[src/rtl/mem_pkg.sv]
// rtl/mem_pkg.sv - shared constants and mux encodings for the memory fetch stage
// Contents: data-path widths, reset PC, LD/ST data page base, MAR/MBR source codes.
package mem_pkg;

  localparam int ADDR_W = 8;
  localparam int DATA_W = 8;

  localparam logic [7:0] RESET_PC  = 8'h00;
  localparam logic [7:0] DATA_BASE = 8'hF0;

  // MAR_mux encodings
  localparam logic MAR_SRC_PC = 1'b0;
  localparam logic MAR_SRC_IR = 1'b1;

  // MBR_mux encodings
  localparam logic MBR_SRC_RAM = 1'b0;
  localparam logic MBR_SRC_RF  = 1'b1;

endpackage

[src/rtl/mem_fetch_unit_if.sv]
// rtl/mem_fetch_unit_if.sv - control-unit strobe and data bus of the memory fetch stage
// master: control unit / preload side drives strobes, RF data and preload port,
//         observes IR_out, MBR_out, PC_out, MAR_out, Mem_fault.
// slave:  mem_fetch_unit, the mirror image.
interface mem_fetch_unit_if #(
  parameter int ADDR_W = mem_pkg::ADDR_W,
  parameter int DATA_W = mem_pkg::DATA_W
);

  logic              MAR_we;
  logic              MAR_mux;
  logic              MBR_we;
  logic              MBR_mux;
  logic              IR_we;
  logic              PC_inc;
  logic              RAM_we;
  logic [DATA_W-1:0] RF_data_in;
  logic              Load_en;
  logic [ADDR_W-1:0] Load_addr;
  logic [DATA_W-1:0] Load_data;
  logic [DATA_W-1:0] IR_out;
  logic [DATA_W-1:0] MBR_out;
  logic [ADDR_W-1:0] PC_out;
  logic [ADDR_W-1:0] MAR_out;
  logic              Mem_fault;

  modport master (
    output MAR_we, MAR_mux, MBR_we, MBR_mux, IR_we, PC_inc, RAM_we,
    output RF_data_in, Load_en, Load_addr, Load_data,
    input  IR_out, MBR_out, PC_out, MAR_out, Mem_fault
  );

  modport slave (
    input  MAR_we, MAR_mux, MBR_we, MBR_mux, IR_we, PC_inc, RAM_we,
    input  RF_data_in, Load_en, Load_addr, Load_data,
    output IR_out, MBR_out, PC_out, MAR_out, Mem_fault
  );

endinterface

[src/rtl/mem_fetch_unit_ram_sp.sv]
// rtl/mem_fetch_unit_ram_sp.sv - single-port RAM, synchronous write, asynchronous read
// Ports: clk_i, we_i, waddr_i, wdata_i (write port); raddr_i -> rdata_o (combinational).
// No reset: contents survive the stage reset.
module ram_sp #(
  parameter int ADDR_W = 8,
  parameter int DATA_W = 8,
  parameter int DEPTH  = 256
) (
  input  logic              clk_i,
  input  logic              we_i,
  input  logic [ADDR_W-1:0] waddr_i,
  input  logic [DATA_W-1:0] wdata_i,
  input  logic [ADDR_W-1:0] raddr_i,
  output logic [DATA_W-1:0] rdata_o
);

  logic [DATA_W-1:0] mem_q [DEPTH];

  always_ff @(posedge clk_i) begin
    if (we_i) begin
      mem_q[waddr_i] <= wdata_i;
    end
  end

  assign rdata_o = mem_q[raddr_i];

endmodule

[src/rtl/mem_fetch_unit.sv]
// rtl/mem_fetch_unit.sv - PC/MAR/MBR/IR registers and unified RAM driven by CU strobes
// Ports: MEM_clk, MEM_rst (sync, active-high); bus (mem_fetch_unit_if.slave) carrying
//        CU strobes, RF store data, preload port and the register outputs.
// Build option: MEM_PROTECT_EN blocks CU writes below DATA_BASE and raises sticky Mem_fault.
module mem_fetch_unit
  import mem_pkg::*;
#(
  parameter int                ADDR_W    = mem_pkg::ADDR_W,
  parameter int                DATA_W    = mem_pkg::DATA_W,
  parameter int                RAM_DEPTH = 2 ** ADDR_W,
  parameter logic [ADDR_W-1:0] RESET_PC  = ADDR_W'(mem_pkg::RESET_PC),
  parameter logic [ADDR_W-1:0] DATA_BASE = ADDR_W'(mem_pkg::DATA_BASE)
) (
  input  logic            MEM_clk,
  input  logic            MEM_rst,
  mem_fetch_unit_if.slave bus
);

  logic [ADDR_W-1:0] pc_q,  pc_d;
  logic [ADDR_W-1:0] mar_q, mar_d;
  logic [DATA_W-1:0] mbr_q, mbr_d;
  logic [DATA_W-1:0] ir_q,  ir_d;

  logic [DATA_W-1:0] ram_rdata;
  logic              ram_we;
  logic [ADDR_W-1:0] ram_waddr;
  logic [DATA_W-1:0] ram_wdata;
  logic              wr_blocked;
  logic [ADDR_W-1:0] data_ea;

  // LD/ST effective address: low nibble of the instruction within the data page
  assign data_ea = DATA_BASE | ADDR_W'(ir_q[3:0]);

`ifdef MEM_PROTECT_EN
  logic fault_q;

  assign wr_blocked = bus.RAM_we && (mar_q < DATA_BASE);

  // Preload cycles ignore RAM_we entirely, so they can neither write nor fault
  always_ff @(posedge MEM_clk) begin
    if (MEM_rst) begin
      fault_q <= 1'b0;
    end else if (!bus.Load_en && wr_blocked) begin
      fault_q <= 1'b1;
    end
  end

  assign bus.Mem_fault = fault_q;
`else
  assign wr_blocked    = 1'b0;
  assign bus.Mem_fault = 1'b0;
`endif

  // Preload owns the write port when active; reset suppresses every write
  assign ram_we    = !MEM_rst && (bus.Load_en || (bus.RAM_we && !wr_blocked));
  assign ram_waddr = bus.Load_en ? bus.Load_addr : mar_q;
  assign ram_wdata = bus.Load_en ? bus.Load_data : mbr_q;

  ram_sp #(
    .ADDR_W (ADDR_W),
    .DATA_W (DATA_W),
    .DEPTH  (RAM_DEPTH)
  ) u_ram (
    .clk_i   (MEM_clk),
    .we_i    (ram_we),
    .waddr_i (ram_waddr),
    .wdata_i (ram_wdata),
    .raddr_i (mar_q),
    .rdata_o (ram_rdata)
  );

  // All strobes read pre-edge register values, so simultaneous strobes see old state
  always_comb begin
    pc_d  = pc_q;
    mar_d = mar_q;
    mbr_d = mbr_q;
    ir_d  = ir_q;
    if (!bus.Load_en) begin
      if (bus.MAR_we) begin
        mar_d = (bus.MAR_mux == MAR_SRC_IR) ? data_ea : pc_q;
      end
      if (bus.MBR_we) begin
        mbr_d = (bus.MBR_mux == MBR_SRC_RF) ? bus.RF_data_in : ram_rdata;
      end
      if (bus.IR_we) begin
        ir_d = mbr_q;
      end
      if (bus.PC_inc) begin
        pc_d = pc_q + 1'b1;
      end
    end
  end

  always_ff @(posedge MEM_clk) begin
    if (MEM_rst) begin
      pc_q  <= RESET_PC;
      mar_q <= '0;
      mbr_q <= '0;
      ir_q  <= '0;
    end else begin
      pc_q  <= pc_d;
      mar_q <= mar_d;
      mbr_q <= mbr_d;
      ir_q  <= ir_d;
    end
  end

  assign bus.IR_out  = ir_q;
  assign bus.MBR_out = mbr_q;
  assign bus.PC_out  = pc_q;
  assign bus.MAR_out = mar_q;

endmodule

[src/flat_wrapper.sv]
// flat-port wrapper written by rule: the top's interface ports become plain ports
module mem_fetch_unit_flat import mem_pkg::*;
#(
  parameter int                ADDR_W    = mem_pkg::ADDR_W,
  parameter int                DATA_W    = mem_pkg::DATA_W,
  parameter int                RAM_DEPTH = 2 ** ADDR_W,
  parameter logic [ADDR_W-1:0] RESET_PC  = ADDR_W'(mem_pkg::RESET_PC),
  parameter logic [ADDR_W-1:0] DATA_BASE = ADDR_W'(mem_pkg::DATA_BASE)
)
  (MEM_clk, MEM_rst, bus_MAR_we, bus_MAR_mux, bus_MBR_we, bus_MBR_mux, bus_IR_we, bus_PC_inc, bus_RAM_we, bus_RF_data_in, bus_Load_en, bus_Load_addr, bus_Load_data, bus_IR_out, bus_MBR_out, bus_PC_out, bus_MAR_out, bus_Mem_fault);
  mem_fetch_unit_if #(.ADDR_W(ADDR_W), .DATA_W(DATA_W)) bus_i ();
  input  logic MEM_clk;
  input  logic MEM_rst;
  input wire logic [$bits(bus_i.MAR_we)-1:0] bus_MAR_we;
  input wire logic [$bits(bus_i.MAR_mux)-1:0] bus_MAR_mux;
  input wire logic [$bits(bus_i.MBR_we)-1:0] bus_MBR_we;
  input wire logic [$bits(bus_i.MBR_mux)-1:0] bus_MBR_mux;
  input wire logic [$bits(bus_i.IR_we)-1:0] bus_IR_we;
  input wire logic [$bits(bus_i.PC_inc)-1:0] bus_PC_inc;
  input wire logic [$bits(bus_i.RAM_we)-1:0] bus_RAM_we;
  input wire logic [$bits(bus_i.RF_data_in)-1:0] bus_RF_data_in;
  input wire logic [$bits(bus_i.Load_en)-1:0] bus_Load_en;
  input wire logic [$bits(bus_i.Load_addr)-1:0] bus_Load_addr;
  input wire logic [$bits(bus_i.Load_data)-1:0] bus_Load_data;
  output wire logic [$bits(bus_i.IR_out)-1:0] bus_IR_out;
  output wire logic [$bits(bus_i.MBR_out)-1:0] bus_MBR_out;
  output wire logic [$bits(bus_i.PC_out)-1:0] bus_PC_out;
  output wire logic [$bits(bus_i.MAR_out)-1:0] bus_MAR_out;
  output wire logic [$bits(bus_i.Mem_fault)-1:0] bus_Mem_fault;
  assign bus_i.MAR_we = bus_MAR_we;
  assign bus_i.MAR_mux = bus_MAR_mux;
  assign bus_i.MBR_we = bus_MBR_we;
  assign bus_i.MBR_mux = bus_MBR_mux;
  assign bus_i.IR_we = bus_IR_we;
  assign bus_i.PC_inc = bus_PC_inc;
  assign bus_i.RAM_we = bus_RAM_we;
  assign bus_i.RF_data_in = bus_RF_data_in;
  assign bus_i.Load_en = bus_Load_en;
  assign bus_i.Load_addr = bus_Load_addr;
  assign bus_i.Load_data = bus_Load_data;
  assign bus_IR_out = bus_i.IR_out;
  assign bus_MBR_out = bus_i.MBR_out;
  assign bus_PC_out = bus_i.PC_out;
  assign bus_MAR_out = bus_i.MAR_out;
  assign bus_Mem_fault = bus_i.Mem_fault;
  mem_fetch_unit #(.ADDR_W(ADDR_W), .DATA_W(DATA_W), .RAM_DEPTH(RAM_DEPTH), .RESET_PC(RESET_PC), .DATA_BASE(DATA_BASE)) u_core (.MEM_clk(MEM_clk), .MEM_rst(MEM_rst), .bus(bus_i));
endmodule
[config.mk]
export PLATFORM = sky130hd
export DESIGN_NAME = mem_fetch_unit_flat
export DESIGN_NICKNAME = d
export VERILOG_FILES = /design/src/rtl/mem_pkg.sv /design/src/rtl/mem_fetch_unit_if.sv /design/src/rtl/mem_fetch_unit_ram_sp.sv /design/src/rtl/mem_fetch_unit.sv /design/src/flat_wrapper.sv
export SDC_FILE = /design/constraint.sdc
export NUM_CORES = 2
export LEC_CHECK = 0
export CORE_MARGIN = 2
export CORE_UTILIZATION = 25
export DETAILED_ROUTE_END_ITERATION = 6
export GPL_TIMING_DRIVEN = 0
export PLACE_DENSITY = 0.4
export SETUP_SLACK_MARGIN = 0.5
export SYNTH_ARGS = -nofsm -noshare
export SYNTH_HDL_FRONTEND = slang
export SYNTH_HIERARCHICAL = 1
export SYNTH_SLANG_ARGS = --single-unit
[constraint.sdc]
create_clock -name MEM_clk -period 7.3 [get_ports MEM_clk]
set_clock_uncertainty 0.2 [all_clocks]
set_input_delay 1.46 -clock MEM_clk [delete_from_list [all_inputs] [get_ports MEM_clk]]
set_output_delay 1.46 -clock MEM_clk [all_outputs]
set_load 0.02 [all_outputs]
==> impl_metrics.json <==
{
  "place_area_sq_mm": 0.0878,
  "ys.flop_type": "edfxtp_1",
  "synthArstFlopShare_pct": 0,
  "dr.pass1.iters": 5,
  "end_kind": "flip-flop",
  "syn_inst": 3897,
  "routedWlPerCell_microns": 34.3,
  "cp.arrival_ps": 7650,
  "synthSimpleGateAreaFrac_pct": 2.92,
  "dp_hpwl_microns": 205000,
  "overflow": 0,
  "synth_edf_count": 2048,
  "synth-adder-area-share_pct": 0.0155,
  "drv_cap": 2,
  "synth.distinct_cells": 66,
  "max_freq_mhz": 140,
  "ctsRootBufferMaster": "clkbuf_16",
  "postCtsHoldBufs": 0,
  "report.final.slew_viol_count": 22,
  "numCtsBuffers": 234,
  "grt_pass1_vias": 42600,
  "path_max_fanout": 10,
  "final_cell_area_sq_mm": 0.0951,
  "rsz0062_at_grt": "yes",
  "fin_hold_ws_ps": 263,
  "yosysMostFrequentCell": "edfxtp_1",
  "io_pins": 67,
  "slew_headroom_pct": -5.51,
  "synth_top_family_by_area": "multiplexers",
  "tightest_slew_ps": 1580,
  "grt_max_degree": 138,
  "crit_required_ps": 7830,
  "muxShareOfSynthArea_pct": 14.8,
  "min_path_type": "flip-flop to flip-flop",
  "failed_checks": "capacitance limit, slew limit",
  "fp.dieH_microns": 573,
  "ys_warn_count": 6,
  "clockBufferDepth": 4,
  "setup_tns_ps": 0,
  "ys_ff_latch": 2080,
  "layout-drive-gt1-share_pct": 22.4,
  "power.total_mw": 26.6,
  "yosys.area_share.xor_xnor_pct": 0.0216,
  "r2r_setup_slack_ps": 180,
  "start_util_pct": 25.2,
  "instances_no_fill": 8721,
  "nets": 4257,
  "synth_area_sq_mm": 0.0809,
  "wl_met3_microns": 19600,
  "synth_top_area_share_pct": 76.0,
  "clk_latency_ps": 870,
  "p_leak_nw": 28.0,
  "synth-compound-area-share_pct": 3.62,
  "period_minus_slack_ps": 7120,
  "die_area_sq_mm": 0.328,
  "avgSynthCellArea_sq_um": 20.8,
  "hold_viol_final": 0,
  "core_area_sq_mm": 0.322,
  "power.ir.vdd_worst_uv": 205,
  "drt-initial-drc-count": 5629,
  "status": "complete, but fails checks",
  "ant_nets": 0,
  "grt.total_usage_pct": 17.8,
  "viasPerCell": 4.91,
  "vias": 42800,
  "post-route-period-util_pct": 97.5,
  "cts_htree_levels": 4,
  "yosys-top-cells-area": "edfxtp_1 76%, mux4_2 13%, mux2i_1 1.8%",
  "cp-start-kind": "flip-flop",
  "clk_pin_slew_ps": 60,
  "wirelength_met1_microns": 130000,
  "tritoncts_num_sinks": 2080,
  "top_layer_used": "met5",
  "wl_microns": 299000,
  "yosysSeqAreaShare_pct": 76.8,
  "routabilityCongestion": 0.900,
  "tritoncts": "yes",
  "synth_fp_nets": 3932,
  "synth_commonest_cells": "2,048 x edfxtp_1, 454 x mux4_2, 307 x nor2_1",
  "placed_cells": 8290,
  "dr_wl_met2_microns": 137000,
  "p_per_area_mw_per_mm2": 279,
  "drc": 0,
  "grt_antenna_before_repair": 32,
  "setup_viol": 0,
  "synthToLayoutAreaGrowth_pct": 17.4,
  "portBuffers": 62,
  "dieWidth_microns": 573,
  "synth_area_leader_cell": "edfxtp_1",
  "rows": 208,
  "grt_pass1_wl_microns": 396000,
  "path_class": "flip-flop to flip-flop"
}
## flip-flops by register name, summed over array words and instances (netlist names)
name and count:
u_core/bus.MAR_out 8, u_core/bus.PC_out 8, u_core/bus.IR_out 8, u_core/u_ram/mem_q 2048, u_core/bus.MBR_out 8
## timing repair
action | 4_1_cts | 5_1_grt
resized for setup | 2 | 10
gates cloned | 0 | 0
pin swaps | 0 | 0
setup endpoints to repair | 2 | 47
setup buffers | 0 | 0
## area by class of cell
cell class              count  area (sq um)
diodes                      5          12.5
plain buffers             248          1560
clock buffers             290          6160
clock inverters           135          1050
fillers                 31600        227000
inverters                   4          15.0
multi-input cells        1565         17500
flip-flops and latches   2080         62100
well taps                4305          5390
repair buffers             89          1270
## metal layers
layer | global-route usage, % | vias to the layer above
met4 | 6.50 | 10
met5 | 0 | -
li1 | - | 17000
met2 | 27.9 | 1662
met3 | 3.22 | 418
met1 | 24.5 | 23700
## cell families after synthesis
logic type,count (synthesis)
XOR/XNOR,2
flip-flops,2080
other,1
buffers and inverters,252
adder cells (fa/ha/maj),1
AO/OA/AOI/OAI,419
AND/OR/NAND/NOR,522
multiplexers,620
## cells in the final DEF (no fill, tap or decap), drive strengths merged, types with 35 or more instances in the layout
cell type         n
nand2            50
nor2b            35
nand3            35
a21oi           109
clkdlybuf4s50    62
buf             152
mux2i           147
o221ai           47
clkinv          108
nor2            307
edfxtp         2048
clkbuf          413
a22oi           133
mux4            456
## report_power, final
part / total, mW / switching, mW / internal (mW) / leakage, nW
combinational: 1.97 / 1.43 / 0.542 / 5.69
clock: 11.3 / 4.82 / 6.47 / 3.53
sequential: 13.3 / 0.0313 / 13.3 / 18.8
## through the flow
stage               worst slack, ps  util [%]
floorplan                      2820         -
global placement              -1780      27.0
detailed placement             -423      27.3
CTS                             545      29.5
global route                    467      29.5
finish                          182      29.6
## worst max-delay path: stages, from the launching register on
cell and delay, ps:
dfxtp_1 1020, buf_2 320, buf_4 220, buf_4 400, clkbuf_1 710, mux4_2 450
a221oi_1 1160, o32ai_1 490, nor3_1 860, nor4_1 210, mux2i_1 700, a211oi_1 170
## worst paths after layout
path	start	to	depth (start not counted)
setup / recovery	u_core/bus.MAR_out[1]$_SDFFE_PP0P_	u_core/bus.MBR_out[3]$_SDFFE_PP0P_	11
hold / removal	u_core/bus.IR_out[4]$_SDFFE_PP0P_	u_core/bus.IR_out[4]$_SDFFE_PP0P_	2
setup reg to reg	u_core/bus.MAR_out[1]$_SDFFE_PP0P_	u_core/bus.MBR_out[3]$_SDFFE_PP0P_	11
hold reg to reg	u_core/bus.IR_out[4]$_SDFFE_PP0P_	u_core/bus.IR_out[4]$_SDFFE_PP0P_	2
Note: power is estimated with default switching activity, not from simulation.
